==> config.mk <==
export PLATFORM = sky130hd
export DESIGN_NAME = gpa_fhdo_spi_slave
export DESIGN_NICKNAME = d
export VERILOG_FILES = /design/src/rtl/gpa_fhdo_spi_slave.sv
export SDC_FILE = /design/constraint.sdc
export NUM_CORES = 1
export LEC_CHECK = 0
export ABC_CLOCK_PERIOD_IN_PS = 2550
export BUFFER_PORTS_ARGS = -buffer_cell sky130_fd_sc_hd__buf_2
export CAP_MARGIN = 0
export CORE_MARGIN = 8
export CORE_UTILIZATION = 52
export DETAILED_ROUTE_END_ITERATION = 7
export GPL_ROUTABILITY_DRIVEN = 0
export PLACE_DENSITY = 0.75
export SLEW_MARGIN = 20
export SYNTH_ARGS = -nofsm -noshare
export SYNTH_HDL_FRONTEND = slang
export SYNTH_SLANG_ARGS = --single-unit
export TNS_END_PERCENT = 20
==> constraint.sdc <==
create_clock -name clk -period 2.55 [get_ports clk]
set_clock_uncertainty 0.15 [all_clocks]
set_input_delay 0.765 -clock clk [delete_from_list [all_inputs] [get_ports clk]]
set_output_delay 0.765 -clock clk [all_outputs]
set_load 0.02 [all_outputs]
==> src/rtl/gpa_fhdo_spi_slave.sv <==
// SPI slave model of the GPA-FHDO DAC80504: decodes 24-bit frames into a DAC/SYNC register file.
// Define GPA_FHDO_SLAVE_READBACK_EN to enable two-frame register readback on fhd_sdi_o.
module gpa_fhdo_spi_slave #(
    parameter logic [15:0] SYNC_RST = 16'hFF00,
    parameter logic [15:0] DEV_ID   = 16'h0815
) (
    input  logic        clk,
    input  logic        rst_n,
    input  logic        fhd_clk_i,
    input  logic        fhd_sdo_i,
    input  logic        fhd_csn_i,
    output logic        fhd_sdi_o,
    input  logic        ldac_n_i,
    output logic [63:0] dac_data_o,
    output logic [3:0]  dac_update_o,
    output logic [15:0] sync_reg_o,
    output logic [7:0]  frame_err_cnt_o,
    output logic        busy_o
);

    typedef enum logic [1:0] {IDLE, SHIFT, COMMIT} state_t;

    // Two-flop synchronizers plus one history flop per edge-detected input
    logic sclk_m_q, sclk_s_q, sclk_p_q;
    logic sdo_m_q, sdo_s_q;
    logic csn_m_q, csn_s_q, csn_p_q;
    logic ldac_m_q, ldac_s_q, ldac_p_q;

    always_ff @(posedge clk or negedge rst_n) begin
        if (!rst_n) begin
            sclk_m_q <= 1'b1;
            sclk_s_q <= 1'b1;
            sclk_p_q <= 1'b1;
            sdo_m_q  <= 1'b0;
            sdo_s_q  <= 1'b0;
            csn_m_q  <= 1'b1;
            csn_s_q  <= 1'b1;
            csn_p_q  <= 1'b1;
            ldac_m_q <= 1'b1;
            ldac_s_q <= 1'b1;
            ldac_p_q <= 1'b1;
        end else begin
            sclk_m_q <= fhd_clk_i;
            sclk_s_q <= sclk_m_q;
            sclk_p_q <= sclk_s_q;
            sdo_m_q  <= fhd_sdo_i;
            sdo_s_q  <= sdo_m_q;
            csn_m_q  <= fhd_csn_i;
            csn_s_q  <= csn_m_q;
            csn_p_q  <= csn_s_q;
            ldac_m_q <= ldac_n_i;
            ldac_s_q <= ldac_m_q;
            ldac_p_q <= ldac_s_q;
        end
    end

    logic sclk_fall, csn_fall, csn_rise, ldac_fall;
    assign sclk_fall = sclk_p_q & ~sclk_s_q;
    assign csn_fall  = csn_p_q & ~csn_s_q;
    assign csn_rise  = ~csn_p_q & csn_s_q;
    assign ldac_fall = ldac_p_q & ~ldac_s_q;
    assign busy_o    = ~csn_s_q;

    state_t      state_q, state_d;
    logic [4:0]  cnt_q, cnt_d;
    logic [23:0] shreg_q, shreg_d;

    always_comb begin
        state_d = state_q;
        case (state_q)
            IDLE:    if (csn_fall) state_d = SHIFT;
            SHIFT:   if (csn_rise) state_d = COMMIT;
            COMMIT:  state_d = csn_fall ? SHIFT : IDLE;
            default: state_d = IDLE;
        endcase
    end

    always_comb begin
        cnt_d   = cnt_q;
        shreg_d = shreg_q;
        if (csn_fall) begin
            cnt_d   = '0;
            shreg_d = '0;
        end else if (state_q == SHIFT && sclk_fall) begin
            shreg_d = {shreg_q[22:0], sdo_s_q};
            if (cnt_q != 5'd31) cnt_d = cnt_q + 5'd1;
        end
    end

    always_ff @(posedge clk or negedge rst_n) begin
        if (!rst_n) begin
            state_q <= IDLE;
            cnt_q   <= '0;
            shreg_q <= '0;
        end else begin
            state_q <= state_d;
            cnt_q   <= cnt_d;
            shreg_q <= shreg_d;
        end
    end

    logic             commit_ok, frame_bad, ldac_q;
    logic [3:0]       wr_addr;
    logic [1:0]       wr_ch;
    logic [15:0]      wr_data;
    logic [3:0][15:0] dac_q, dac_d, buf_q, buf_d;
    logic [3:0]       pend_q, pend_d, upd_q, upd_d, sync_en;
    logic [15:0]      sync_q, sync_d;
    logic [7:0]       err_q, err_d;

    assign commit_ok = (state_q == COMMIT) && (cnt_q == 5'd24);
    assign frame_bad = (state_q == COMMIT) && (cnt_q != 5'd24);
    assign wr_addr   = shreg_q[19:16];
    assign wr_ch     = shreg_q[17:16];
    assign wr_data   = shreg_q[15:0];
    assign sync_en   = sync_q[3:0];

    // LDAC transfer is applied before the frame write so a same-cycle synced write stays pending
    always_comb begin
        dac_d  = dac_q;
        buf_d  = buf_q;
        pend_d = pend_q;
        upd_d  = '0;
        sync_d = sync_q;
        err_d  = err_q;
        if (ldac_q) begin
            for (int unsigned c = 0; c < 4; c++) begin
                if (pend_q[2'(c)]) begin
                    dac_d[2'(c)]  = buf_q[2'(c)];
                    upd_d[2'(c)]  = 1'b1;
                    pend_d[2'(c)] = 1'b0;
                end
            end
        end
        if (commit_ok && !shreg_q[23]) begin
            if (wr_addr == 4'h2) begin
                sync_d = wr_data;
            end else if (wr_addr[3:2] == 2'b10) begin
                if (sync_en[wr_ch]) begin
                    buf_d[wr_ch]  = wr_data;
                    pend_d[wr_ch] = 1'b1;
                end else begin
                    dac_d[wr_ch]  = wr_data;
                    upd_d[wr_ch]  = 1'b1;
                end
            end
        end
        if (frame_bad && err_q != 8'hFF) err_d = err_q + 8'd1;
    end

    always_ff @(posedge clk or negedge rst_n) begin
        if (!rst_n) begin
            ldac_q <= 1'b0;
            dac_q  <= '0;
            buf_q  <= '0;
            pend_q <= '0;
            upd_q  <= '0;
            sync_q <= SYNC_RST;
            err_q  <= '0;
        end else begin
            ldac_q <= ldac_fall;
            dac_q  <= dac_d;
            buf_q  <= buf_d;
            pend_q <= pend_d;
            upd_q  <= upd_d;
            sync_q <= sync_d;
            err_q  <= err_d;
        end
    end

    assign dac_data_o      = dac_q;
    assign dac_update_o    = upd_q;
    assign sync_reg_o      = sync_q;
    assign frame_err_cnt_o = err_q;

`ifdef GPA_FHDO_SLAVE_READBACK_EN
    logic        sclk_rise, sdi_q, sdi_d;
    logic [3:0]  rd_addr_q, rd_addr_d;
    logic [22:0] tx_q, tx_d;
    logic [15:0] rb_val;
    logic        unused_fields;

    assign sclk_rise     = ~sclk_p_q & sclk_s_q;
    assign unused_fields = ^shreg_q[22:20];

    always_comb begin
        case (rd_addr_q)
            4'h1:                   rb_val = DEV_ID;
            4'h2:                   rb_val = sync_q;
            4'h8, 4'h9, 4'hA, 4'hB: rb_val = dac_q[rd_addr_q[1:0]];
            default:                rb_val = '0;
        endcase
    end

    // Bit 23 is the constant read marker; the remaining 23 bits are snapshotted at frame start
    always_comb begin
        rd_addr_d = rd_addr_q;
        tx_d      = tx_q;
        sdi_d     = sdi_q;
        if (commit_ok && shreg_q[23]) rd_addr_d = wr_addr;
        if (csn_fall) begin
            tx_d  = {3'b000, rd_addr_q, rb_val};
            sdi_d = 1'b1;
        end else if (state_q == SHIFT && sclk_rise) begin
            tx_d  = {tx_q[21:0], 1'b0};
            sdi_d = tx_q[22];
        end
    end

    always_ff @(posedge clk or negedge rst_n) begin
        if (!rst_n) begin
            rd_addr_q <= '0;
            tx_q      <= '0;
            sdi_q     <= 1'b0;
        end else begin
            rd_addr_q <= rd_addr_d;
            tx_q      <= tx_d;
            sdi_q     <= sdi_d;
        end
    end

    assign fhd_sdi_o = sdi_q;
`else
    logic unused_fields;
    assign unused_fields = ^{shreg_q[22:20], DEV_ID};
    assign fhd_sdi_o     = 1'b0;
`endif

endmodule
; Word level (Yosys, flattened, before mapping)
; Cells that the tools add are included.
[word_totals]
ff_bits = 203
latch_bits = 0
ramBits = 0
romBits = 0
in_bits = 6
output_inout_bits = 94
elab_cells = 106
mem_count = 0
[classes]
add_sub_neg = 2
n_mul = 0
div_mod_pow = 0
order_cmp = 2
n_eq_ne = 10
shift = 0
n_mux = 40
bitwise = 11
reduce_logical = 14
[ops]
columns = cell, count
row1 = 64-bit two-way mux, 5
row2 = 64-bit bitwise mux, 2
row3 = 16-bit two-way mux, 5
row4 = 24-bit two-way mux, 2
row5 = 4-bit two-way mux, 10
row6 = 16-bit demux with 2-bit select, 1
row7 = 5-bit two-way mux, 3
row8 = 5-bit inequality test (second input constant), 2
row9 = 8-bit by 1-bit adder with 8-bit output (second input constant), 1
row10 = 8-bit inequality test (second input constant), 1
row11 = 4-bit OR, 2
row12 = 1-bit two-way mux, 7
row13 = 1-bit logical AND, 6
row14 = 2-bit case mux with 3 select lines, 1
row15 = 2-bit AND reduction, 3
row16 = 5-bit by 1-bit adder with 5-bit output (second input constant), 1
row17 = 5-bit == test (second input constant), 1
row18 = 1-bit NOT, 5
row19 = 1-bit bitwise AND, 4
row20 = 2-bit == test (second input constant), 2
row21 = 4-bit by 2-bit == test with 1-bit output (second input constant), 1
row22 = 2-bit two-way mux, 2
row23 = 2-bit inequality test (second input constant), 2
row24 = 4-bit AND reduction, 1
row25 = 8 further kinds, 9

; Depth between registers and ports, before layout
[logic_depth]
depth_word = 9
depth_mapped = 8
depth_no_buf = 6

; Least setup slack after synthesis
; No wires, ideal clock.
[synth_path]
path_type = reg-to-reg
startpoint = reg cnt_q[0]
endpoint = reg buf_q[22] (netlist name)
setup_ns = 0.125
arrival_time_ns = 2.093
required_ns = 2.275
path_slack_ns = 0.181
path_stages_with_launch = 9
n_path_buf = 2
synth_period_minus_slack_ns = 2.369
cell_sequence = dfrtp_1 inv_1 ha_1 nand4b_1 nor4_4 and3_1 buf_6 buf_12 mux2_4
[synth_between]
elab_chain_cells = 4
[synth_rtl]
columns = item, line
row1 = "start, declared", 65  ; logic [4:0] cnt_q, cnt_d;
row2 = "start signal, assigned", 97  ; cnt_q <= cnt_d;
row3 = 5-bit == test, 111  ; assign commit_ok = (state_q == COMMIT) && (cnt_q == 5'd24);
row4 = 1-bit logical AND, 111
row5 = 1-bit logical AND, 135  ; if (commit_ok && !shreg_q[23]) begin
row6 = 4-bit AND reduction (no line), n/a
row7 = "end signal, assigned", 163  ; buf_q <= buf_d;
row8 = "end, declared", 106  ; logic [3:0][15:0] dac_q, dac_d, buf_q, buf_d;
; Every way passes these cells.
; A chain may end at the register's enable or synchronous reset.

; Final worst setup path
[layout_path]
startpoint = reg shreg_q[18]
endpoint = reg buf_q[58] (netlist name)
[layout_between]
elab_chain_cells = 3
elab_cells_between_ends = 4
classes_between = 2 x eq/ne / 1 x bitwise / 1 x reduce/logical
[layout_rtl]
columns = item, line
row1 = "start, declared", 66  ; logic [23:0] shreg_q, shreg_d;
row2 = "start signal, assigned", 98  ; shreg_q <= shreg_d;
row3 = 4-bit by 2-bit == test with 1-bit output, 136  ; if (wr_addr == 4'h2) begin
row4 = 1-bit NOT (no line), n/a
row5 = 4-bit AND reduction (no line) (*), n/a
; Mark *: on every way between the ends. The rest lies on a longest branch, timed or not.

==> results.json <==
{
  "tritoncts": "done",
  "hold_path_class": "in -> async",
  "tns_ns": 0,
  "grt_max_degree": 59,
  "die_y_um": 144.4,
  "fillers": 1304,
  "synth_edf_count": 0,
  "cp.arrival_ns": 2.67,
  "setup_viol": 0,
  "ys_types": 46,
  "hold_viol_final": 0,
  "cts_max_level": 1,
  "relSlewSlack": 0.5950,
  "critPathKind": "reg -> reg",
  "vias": 5528,
  "utilization": 0.6088,
  "dr.pass1.iters": 7,
  "die_area_um2": 20840,
  "wl_met1_um": 7539,
  "syn-num-nets": 707,
  "cp-end-kind": "flip-flop",
  "port_buffers": 98,
  "cpMaxStageDelayCell": "or4b_1",
  "grt_pass1_wl_um": 30260,
  "crit_path_max_fanout": 17,
  "nets": 794,
  "period_needed_ns": 2.462,
  "antenna_found_initial": 0,
  "num_io_pins": 100,
  "drive_gt1_frac": 0.3195,
  "hpwl_um": 12690,
  "status": "finished clean",
  "worstPathRequired_ns": 2.76,
  "post_cts_resized": 0,
  "path_cells": "or4b_1 > nor3_2 > nand4_4 > mux2_4",
  "syn_avg_cell_area_um2": 12.29,
  "clkSinkCount": 203,
  "crit_family": "simple AND/OR/NAND/NOR gates",
  "powerDensity_nw_per_um2": 654.3,
  "slew_violations": 0,
  "ys_ff_latch": 203,
  "num_rows": 47,
  "area_delta_synth_final_pct": 16.17,
  "clock_tree.buffer_depth": 3,
  "rrSetupSlack_ns": 0.09,
  "fmax_mhz": 406.2,
  "start_util": 0.5240,
  "irDropWorstVdd_mv": 0.4200,
  "timing.max_cap.violations": 0,
  "clock_latency_ns": 0.48,
  "timing.critical_path.buf_inv": 0,
  "drtAntennaViolNets": 0,
  "fin_crit_sh": 0.9654,
  "async_flop_share": 1.000,
  "cts_inserted_buffers": 21,
  "vias_per_cell": 5.430,
  "fp.dieW_um": 144.4,
  "wl_met2_um": 9481,
  "clockRootBuffer": "clkbuf_16",
  "setup.worst_path.start": "shreg_q[18]",
  "n_antenna_cell": 0,
  "p_leak_nw": 5.620,
  "rr_endpoint": "buf_q[58]",
  "critPathLaunchType": "flip-flop",
  "postCtsHoldBufs": 0,
  "syn_area_um2": 8567,
  "route.detailed.drc": 0,
  "worst_pin_slew_ns": 0.5991,
  "drt_iter0_markers": 345,
  "hold_slack_ns": 0.09273,
  "netlist_instances": 697,
  "wl_um": 18980,
  "timing.rr.start": "shreg_q[18]",
  "yosysSeqAreaShare": 0.5954,
  "wl_per_cell_um": 18.65,
  "core-area_um2": 16350,
  "endpoint": "buf_q[58]",
  "cts_setup_buffers": 0,
  "met3_length_um": 1546,
  "fin_ws_ns": 0.08833,
  "grt_overflow_total": 0,
  "clkTransAtPathRegs_ns": 0.06,
  "ys_warn_count": 0,
  "ys.flop_type": "dfrtp_1",
  "grt_pass1_vias": 5694,
  "r2r_cells": 4,
  "critical-path-max-stage-delay_ns": 0.71,
  "rsz0062_at_grt": "no",
  "cp.depth": 4,
  "grt_use_total": 0.1846,
  "pre_cts_slack_ns": 0.1003,
  "top_layer_used": "met4"
}
==> area by class of cell <==
| type | instances | area [um2] | share of cell area |
|---|---|---|---|
| tap | 220 | 275.3 | 0.02766 |
| timing repair buffer | 117 | 704.4 | 0.07078 |
| multi-input combinational | 431 | 3174 | 0.3190 |
| sequential | 203 | 5101 | 0.5126 |
| clock inverter | 4 | 48.80 | 0.004903 |
| inverter | 10 | 37.54 | 0.003772 |
| clock buffer | 33 | 610.6 | 0.06135 |
==> how the worst min path moves through the flow <==
stage	from	end	slack (ns)	depth (start not counted)
2_1_floorplan	sdo_m_q	sdo_s_q	0.18	0
3_3_place_gp	sdo_m_q	sdo_s_q	0.19	0
3_5_place_dp	sclk_m_q	sclk_s_q	0.20	0
4_1_cts	rst_n	dac_data_o[38]	0.10	1
5_1_grt	rst_n	buf_q[41]	0.12	1
6_report	rst_n	buf_q[38]	0.09	1
==> synth_stat cells, types with 3 or more instances <==
| master | number | area share |
|---|---|---|
| dfstp_2 | 17 | 0.052 |
| xnor2_1 | 6 | 0.0061 |
| nand4_1 | 4 | 0.0029 |
| and3_1 | 3 | 0.0022 |
| clkbuf_1 | 39 | 0.017 |
| nor3_1 | 3 | 0.0018 |
| mux2i_1 | 64 | 0.075 |
| a21oi_1 | 76 | 0.044 |
| ha_1 | 4 | 0.0058 |
| o21ai_0 | 21 | 0.012 |
| nand2_1 | 75 | 0.033 |
| buf_2 | 5 | 0.0029 |
| mux2_2 | 55 | 0.072 |
| nand3_1 | 4 | 0.0023 |
| dfrtp_1 | 186 | 0.54 |
| buf_6 | 5 | 0.0066 |
| nor3b_1 | 3 | 0.0026 |
| inv_1 | 10 | 0.0044 |
| nor2_1 | 55 | 0.024 |
| mux2_4 | 27 | 0.047 |
==> cell families (layout without fill, tap and decap cells) <==
kind of cell | Yosys count | in the layout | synth area share
and+or+nand+nor | 170 | 170 | 0.09931
buffers and inverters | 63 | 164 | 0.03505
muxes | 147 | 147 | 0.1957
DFF | 203 | 203 | 0.5954
xor gates and xnor gates | 8 | 8 | 0.008179
other | 1 | 1 | 0.0004377
adders and majority gates | 4 | 4 | 0.005842
AOI/OAI and AO/OA | 101 | 101 | 0.06003
==> cell usage in the layout (no fill, tap or decap), drive strengths merged, types with 4 or more instances in the layout <==
cell    netlist  routed
xnor2         6       6
nor2         56      56
nand2        75      75
o21ai        21      21
mux2i        64      64
nor3          4       4
nand3         4       4
dfstp        17      17
mux2         83      83
clkbuf       39      34
a21oi        76      76
buf          14     116
dfrtp       186     186
ha            4       4
inv          10      10
nand4         6       6
==> flip-flops by register name, indices dropped and copies added (netlist names), 4 cells and up <==
signal and cells:
buf_q 64, dac_data_o 64, shreg_q 24, sync_reg_o 16
frame_err_cnt_o 8, cnt_q 5, dac_update_o 4, pend_q 4
==> where the power goes <==
group / internal [mW] / switching, mW
sequential: 3.28 / 0.0611
clock: 1.74 / 1.16
combinational: 0.0878 / 0.179
==> metrics by stage <==
step	total power, mW	cell area, um2	cells
6_report	6.511	9952	1018
2_1_floorplan	3.512	8567	697
4_1_cts	6.588	9952	1018
3_5_place_dp	3.665	9293	981
5_1_grt	6.759	9952	1018
3_3_place_gp	3.651	9293	981
==> routing by layer <==
layer,up-vias,GRT usage
li1,2551,-
met1,2775,0.2299
met2,171,0.3174
met3,31,0.03962
met4,0,0.05312
met5,-,0
==> worst register-to-register path: cells and delay by family (launching register included) <==
kind / cells / cell delay [ns]
muxes: 1 / 0.44
DFF: 1 / 0.41
and+or+nand+nor: 3 / 1.35
No activity file was read; power rests on OpenSTA's default activity.
